<file path="src/rtl/team_06_echo_mem_ctrl.sv">
// Echo delay-line controller: stores each audio sample in external SRAM and fetches a past one.
// Optional build macro TEAM06_ECHO_MEM_TIMEOUT_EN adds the mem_ack timeout and the timeout_err port.
module team_06_echo_mem_ctrl #(
    parameter int ADDR_W  = 13,
    parameter int TIMEOUT = 15
) (
    input  logic              clk,
    input  logic              rst,
    input  logic              sample_valid,
    input  logic [7:0]        audio_in,
    input  logic              search,
    input  logic [ADDR_W-1:0] offset,
    output logic              mem_req,
    output logic              mem_we,
    output logic [ADDR_W-1:0] mem_addr,
    output logic [7:0]        mem_wdata,
    input  logic              mem_ack,
    input  logic [7:0]        mem_rdata,
    output logic [7:0]        past_output,
    output logic              past_valid,
    output logic              busy,
    output logic              overrun
`ifdef TEAM06_ECHO_MEM_TIMEOUT_EN
    ,
    output logic              timeout_err
`endif
);

    typedef enum logic [1:0] {IDLE, RD_REQ, WR_REQ, DONE} state_t;

    localparam logic [ADDR_W-1:0] FILL_MAX = '1;

    if (TIMEOUT < 1) begin : g_bad_timeout
        $error("TIMEOUT must be at least 1");
    end

    state_t            state, next_state;
    logic [ADDR_W-1:0] wr_ptr;
    logic [ADDR_W-1:0] fill;
    logic [ADDR_W-1:0] rd_addr;
    logic [7:0]        sample_q;
    logic [7:0]        past_q;
    logic              search_q;
    logic              overrun_q;
    logic              read_req;
    logic              tmo_hit;
    logic              wr_skip;

    // A read only makes sense when the requested sample has actually been stored.
    assign read_req = search && (offset != '0) && (fill >= offset);

`ifdef TEAM06_ECHO_MEM_TIMEOUT_EN
    localparam int CNT_W = $clog2(TIMEOUT + 1);

    logic [CNT_W-1:0] tmo_cnt;
    logic             timeout_q;

    assign tmo_hit     = mem_req && !mem_ack && (tmo_cnt == CNT_W'(TIMEOUT - 1));
    assign timeout_err = timeout_q;

    always_ff @(posedge clk or posedge rst) begin
        if (rst) begin
            tmo_cnt   <= '0;
            timeout_q <= 1'b0;
            wr_skip   <= 1'b0;
        end else begin
            if (mem_req && !mem_ack && !tmo_hit)
                tmo_cnt <= tmo_cnt + CNT_W'(1);
            else
                tmo_cnt <= '0;
            if (tmo_hit)
                timeout_q <= 1'b1;
            if (state == WR_REQ && tmo_hit)
                wr_skip <= 1'b1;
            else if (state == DONE)
                wr_skip <= 1'b0;
        end
    end
`else
    assign tmo_hit = 1'b0;
    assign wr_skip = 1'b0;
`endif

    // NOTE: sequential state uses non-blocking assignments so every register samples pre-edge values.
    always_ff @(posedge clk or posedge rst) begin
        if (rst)
            state <= IDLE;
        else
            state <= next_state;
    end

    // NOTE: next_state gets its default first so no path through the case leaves it unassigned (no latch).
    always_comb begin
        next_state = state;
        case (state)
            IDLE:   if (sample_valid) next_state = read_req ? RD_REQ : WR_REQ;
            RD_REQ: if (mem_ack || tmo_hit) next_state = WR_REQ;
            WR_REQ: if (mem_ack || tmo_hit) next_state = DONE;
            DONE:   next_state = IDLE;
            default: next_state = IDLE;
        endcase
    end

    always_ff @(posedge clk or posedge rst) begin
        if (rst) begin
            wr_ptr    <= '0;
            fill      <= '0;
            rd_addr   <= '0;
            sample_q  <= '0;
            search_q  <= 1'b0;
            past_q    <= '0;
            overrun_q <= 1'b0;
        end else begin
            if (sample_valid && state != IDLE)
                overrun_q <= 1'b1;
            case (state)
                IDLE: begin
                    if (sample_valid) begin
                        sample_q <= audio_in;
                        search_q <= search;
                        rd_addr  <= wr_ptr - offset;
                        // Without a read the answer is known now: the sample itself, or silence.
                        if (search && !read_req)
                            past_q <= (offset == '0) ? audio_in : 8'h00;
                    end
                end
                RD_REQ: begin
                    if (mem_ack)
                        past_q <= mem_rdata;
                    else if (tmo_hit)
                        past_q <= 8'h00;
                end
                DONE: begin
                    if (!wr_skip) begin
                        wr_ptr <= wr_ptr + ADDR_W'(1);
                        if (fill != FILL_MAX)
                            fill <= fill + ADDR_W'(1);
                    end
                end
                default: ;
            endcase
        end
    end

    assign busy        = (state != IDLE);
    assign mem_req     = (state == RD_REQ) || (state == WR_REQ);
    assign mem_we      = (state == WR_REQ);
    assign mem_addr    = (state == RD_REQ) ? rd_addr : wr_ptr;
    assign mem_wdata   = sample_q;
    assign past_output = past_q;
    assign past_valid  = (state == DONE) && search_q;
    assign overrun     = overrun_q;

endmodule

</file>
<file path="config.mk">
export PLATFORM = sky130hd
export DESIGN_NAME = team_06_echo_mem_ctrl
export DESIGN_NICKNAME = d
export VERILOG_FILES = /design/src/rtl/team_06_echo_mem_ctrl.sv
export SDC_FILE = /design/constraint.sdc
export NUM_CORES = 1
export LEC_CHECK = 0
export BUFFER_PORTS_ARGS = -buffer_cell sky130_fd_sc_hd__buf_2
export CAP_MARGIN = 20
export CORE_AREA = 10 10 98 100
export DETAILED_ROUTE_END_ITERATION = 10
export DIE_AREA = 0 0 108 110
export GPL_TIMING_DRIVEN = 0
export PLACE_DENSITY = 0.72
export SYNTH_ARGS = -nofsm -noshare
export SYNTH_HDL_FRONTEND = slang
export SYNTH_SLANG_ARGS = --single-unit
</file>
<file path="constraint.sdc">
create_clock -name clk -period 2.73 [get_ports clk]
set_clock_uncertainty 0.2 [all_clocks]
set_input_delay 0.546 -clock clk [delete_from_list [all_inputs] [get_ports clk]]
set_output_delay 0.546 -clock clk [all_outputs]
set_load 0.05 [all_outputs]
</file>
Word-level counts from Yosys, hierarchy flattened
Cells that the tools add are included.
- magnitude comparators: 1
- muxes and demuxes: 11
- eq/ne operators: 8
- add/sub/neg operators: 3
- reduce and logical (&&, ||, !) cells: 16
- operator list (cell ; count):
    $mux W8 ; 4
    $add A13 B1 Y13 const B ; 2
    $pmux W8 S2 ; 1
    $ge A13 B13 Y1 ; 1
    $logic_not A13 Y1 ; 1
    $mux W13 ; 1
    $ne A13 B13 Y1 const B ; 1
    $reduce_bool A13 Y1 ; 1
    $sub A13 B13 Y13 ; 1
    $mux W2 ; 4
    $pmux W2 S4 ; 1
    $ne A2 B2 Y1 const B ; 3
    $logic_and A1 B1 Y1 ; 5
    $eq A2 B2 Y1 const B ; 2
    $reduce_and A2 Y1 ; 2
    $reduce_and A4 Y1 ; 1
    $reduce_bool A2 Y1 ; 2
    $reduce_and A3 Y1 ; 1
    $eq A2 B1 Y1 const B ; 1
    $logic_not A2 Y1 ; 1
    $ne A2 B1 Y1 const B ; 1
    $logic_not A1 Y1 ; 1
    $logic_or A1 B1 Y1 ; 1
- word-level logic and storage cells: 47
- output and inout bits: 34
- bits of input ports: 34
- bits in registers: 59

Depth between registers and ports, before layout
- depth after elaboration: 8
- gate-level depth with buffers: 9

Worst setup path after synthesis
Ideal clock, no wire load.
- path type: register -> output
- start point: register state[1]
- end point: output mem_addr[0]
- slack: -0.159 ns
- stages on the path, launching flop included: 6
- path buffers: 2
- data arrival time: 2.143 ns
- path through: dfrtp_1 -> inv_1 -> ha_1 -> clkbuf_1 -> buf_1 -> o21ai_0
- word-level cells in the longest chain between the ends: 2
- ends and longest elaborated chain (element ; line ; RTL):
    start: declaration ; 37 ; state_t state, next_state;
    start signal: assignment ; 89 ; state <= next_state;
    $eq A2 B1 Y1 ; 148 ; assign mem_addr = (state == RD_REQ) ? rd_addr : wr_ptr;
    $mux W13 ; 148 ;
    end: declaration ; 15 ; output logic [ADDR_W-1:0] mem_addr,
Every way passes these cells.

Worst setup path in the final report
- start point: register state[1]
- end point: output mem_addr[3]
The elaborated chain is that of the path after synthesis.

==> impl_metrics.ini <==
[setup_path]
cp-end-kind = output port
cp_cell_sequence = inv_1, ha_4, buf_4, mux2_2, buf_2
cp_data_arrival_time_ns = 1.92
cp_num_buf_inv = 3
cp_slowest_cell = dfrtp_1
worstPathMaxFanout = 11
max_stage_delay_ns = 0.41
critical-path-top-delay-family = buffers and inverters
start_kind = flip-flop
path_class = flip-flop to output port
worstPathRequired_ns = 1.98

[finish]
regArea_mm2 = 0.00148
drive_above_1_share_pct = 22.0
layout_commonest_cell = buf_2
nFillCells = 686
design_area_mm2 = 0.00448
finalNetCount = 550
antenna_cells = 0
area_delta_synth_final_pct = 19.7
most-common-layout-cells = buf_2 (67), nand2_1 (59), dfrtp_1 (59)
multiInputGateArea_mm2 = 0.00212

[floorplanning]
start_util_pct = 48.9
dieArea_mm2 = 0.0119
boundaryPins = 68
die_h_um = 110
die_w_um = 108
fp-row-count = 32
core_mm2 = 0.00765

[sta]
finalMaxSlewViolations = 0
rsz0062_at_grt = false
max-slew-margin-rel_pct = 62.8
post-route-period-util_pct = 97.5
tightest_slew_ns = 0.557
setup_viol = 0
hold_violations = 0
whs_ns = 0.222
min_period_ns = 2.66
fmax_mhz = 376

[yosys]
synth.distinct_cells = 47
synth_sequential_area_ratio_pct = 39.5
syn_area_per_cell_um2 = 9.26
synth_async_sr_flop_share_pct = 100
synth-edff-count = 0
ys_ff_latch = 59
yosysTopAreaCellShare_pct = 39.5
ys_warn_count = 0
synthTopCellsByArea = dfrtp_1 (39%), ha_1 (11%), nand2_1 (5.9%), xnor2_1 (4.2%), o21ai_0 (3.7%)
syn_nets = 471
syn_inst = 404
synth-main-ff-cell = dfrtp_1
yosysTopAreaCell = dfrtp_1
synth_area_mm2 = 0.00374

[run]
maxCapViolCount = 0

[pwr]
ir_drop_mv = 0.437
pwr-share-clk_pct = 19.0
combinationalPowerShare_pct = 50.8
swShare_pct = 47.7
seq_power_share_pct = 30.2
p_switching_mw = 2.26
intPower_mw = 2.47
cellPowerDensity_mw_per_mm2 = 1060
power.leakage_nw = 2.31

[clock_network]
clock_latency_ns = 0.35
cts_buffers = 9
htreeDepth = 3
cts-root-buf = clkbuf_8
clk_pin_slew_ns = 0.07
post-cts-setup-buffers = 0
cts_tree = done
cts_sinks = 59
cts.path.max_buffers = 2

[min_path]
hold_class = input port to flip-flop

[detailed_routing]
via_per_inst = 5.50
vias = 3237
drc = 0
wire_per_inst_um = 17.0
drtIter0Drc = 183
finalWirelength_um = 10000
postRouteAntennaNets = 0
first_pass_iters = 4

[grt]
top_usage_layer = met2
grt_use_met1_pct = 21.0
grt_usage_pct = 17.1
grt_util_met2_pct = 27.6
grt_pass1_wl_um = 16100
grt_max_degree = 42
grt_overflow = 0
antenna_found_initial = 0
grt_pass1_vias = 3376
use_met3_pct = 4.88

[placed_design]
placed_area_mm2 = 0.00422
port_buffers = 67
hpwl_um = 7710
place_congestion = 0.862

[run_status]
status = complete, no violations
-- metal layers --
metal  part of all wire [%]  wire length, um
met2                     46             4640
met5                      0                0
met1                     45             4510
met4                    1.5              149
met3                    7.4              740
-- registers in the layout, summed over array words and instances (netlist names) --
| name | flops |
|---|---|
| fill | 13 |
| rd_addr | 13 |
| wr_ptr | 13 |
| mem_wdata | 8 |
| past_output | 8 |
| state | 2 |
| overrun | 1 |
| search_q | 1 |
-- cell type report --
type / count / share of cell area, %
Buffer: 9 / 1.03
Clock buffer: 10 / 3.07
Clock inverter: 5 / 1.73
Inverter: 33 / 2.77
Multi-Input combinational cell: 302 / 47.4
Sequential cell: 59 / 33.0
Tap cell: 102 / 2.85
Timing Repair Buffer: 69 / 8.16
-- timing repair --
action	CTS	global route
resized for setup	6	6
endpoints found under the hold margin	1	0
setup endpoints to repair	13	16
hold buffers	1	0
pin swaps	0	0
-- cell usage after synthesis, types with 2 or more instances --
library cell,instances
nor4_1,2
ha_1,32
and2_1,3
xnor2_1,18
and4_1,5
nor2_1,24
inv_1,33
a21o_1,7
o22ai_1,2
mux2_2,12
a211oi_1,3
a21oi_1,5
nand2_1,59
o31ai_1,5
nor3_1,12
and3_1,5
o21a_1,12
or3_1,3
clkbuf_1,9
o211a_1,2
a2111oi_0,2
a221oi_1,7
dfrtp_1,59
nor2b_1,4
a21boi_0,9
o21ai_0,28
xor2_1,7
nand3_1,6
o31a_1,4
nand4_1,8
-- power by group through the flow --
stage | logic [mW] | clock network (mW) | registers, mW
floorplan | 1.43 | 0 | 1.78
global placement | 2.32 | 0 | 1.42
detailed placement | 2.37 | 0 | 1.44
CTS | 2.41 | 0.911 | 1.43
global route | 2.61 | 0.948 | 1.47
finish | 2.40 | 0.897 | 1.43
-- cells by family (layout without fill, tap and decap cells) --
kind of cell | after synthesis | count (layout) | synth area share (%)
mux | 12 | 12 | 3.61
compound gates | 97 | 97 | 18.6
flops | 59 | 59 | 39.5
fa+ha+maj | 33 | 33 | 11.2
xor+xnor | 25 | 25 | 5.85
simple gates | 135 | 135 | 16.9
buf+inv | 43 | 126 | 4.32
-- through the flow --
step | util, % | TNS (ns) | setup WS [ns] | std cells | power [mW]
2_1_floorplan | - | -0.319 | -0.159 | 404 | 3.21
3_3_place_gp | 55.0 | -13.99 | -0.218 | 573 | 3.74
3_5_place_dp | 55.2 | -2.54 | -0.196 | 574 | 3.81
4_1_cts | 58.4 | 0 | 0.0202 | 589 | 4.74
5_1_grt | 58.6 | 0 | 0.0000850 | 589 | 5.03
6_report | 58.6 | 0 | 0.0680 | 589 | 4.73
-- worst register-to-register path: cells and delay by family, from the launching register on --
family,cells,cell delay (ns)
AO/OA/AOI/OAI,6,1.58
adder cells (fa/ha/maj),1,0.32
flip-flops,1,0.41
-- path summary, 6_finish.rpt --
check,start,to,slack [ns],cells after the start
max,state[1],mem_addr[3],0.07,5
min,audio_in[2],mem_wdata[2],0.22,3
max reg2reg,fill[10],past_output[7],0.12,7
min reg2reg,overrun,overrun,0.26,1
max in group asynchronous,rst,fill[2],1.23,4
min in group asynchronous,rst,wr_ptr[9],0.54,3
Note: power is estimated with default switching activity, not from simulation.
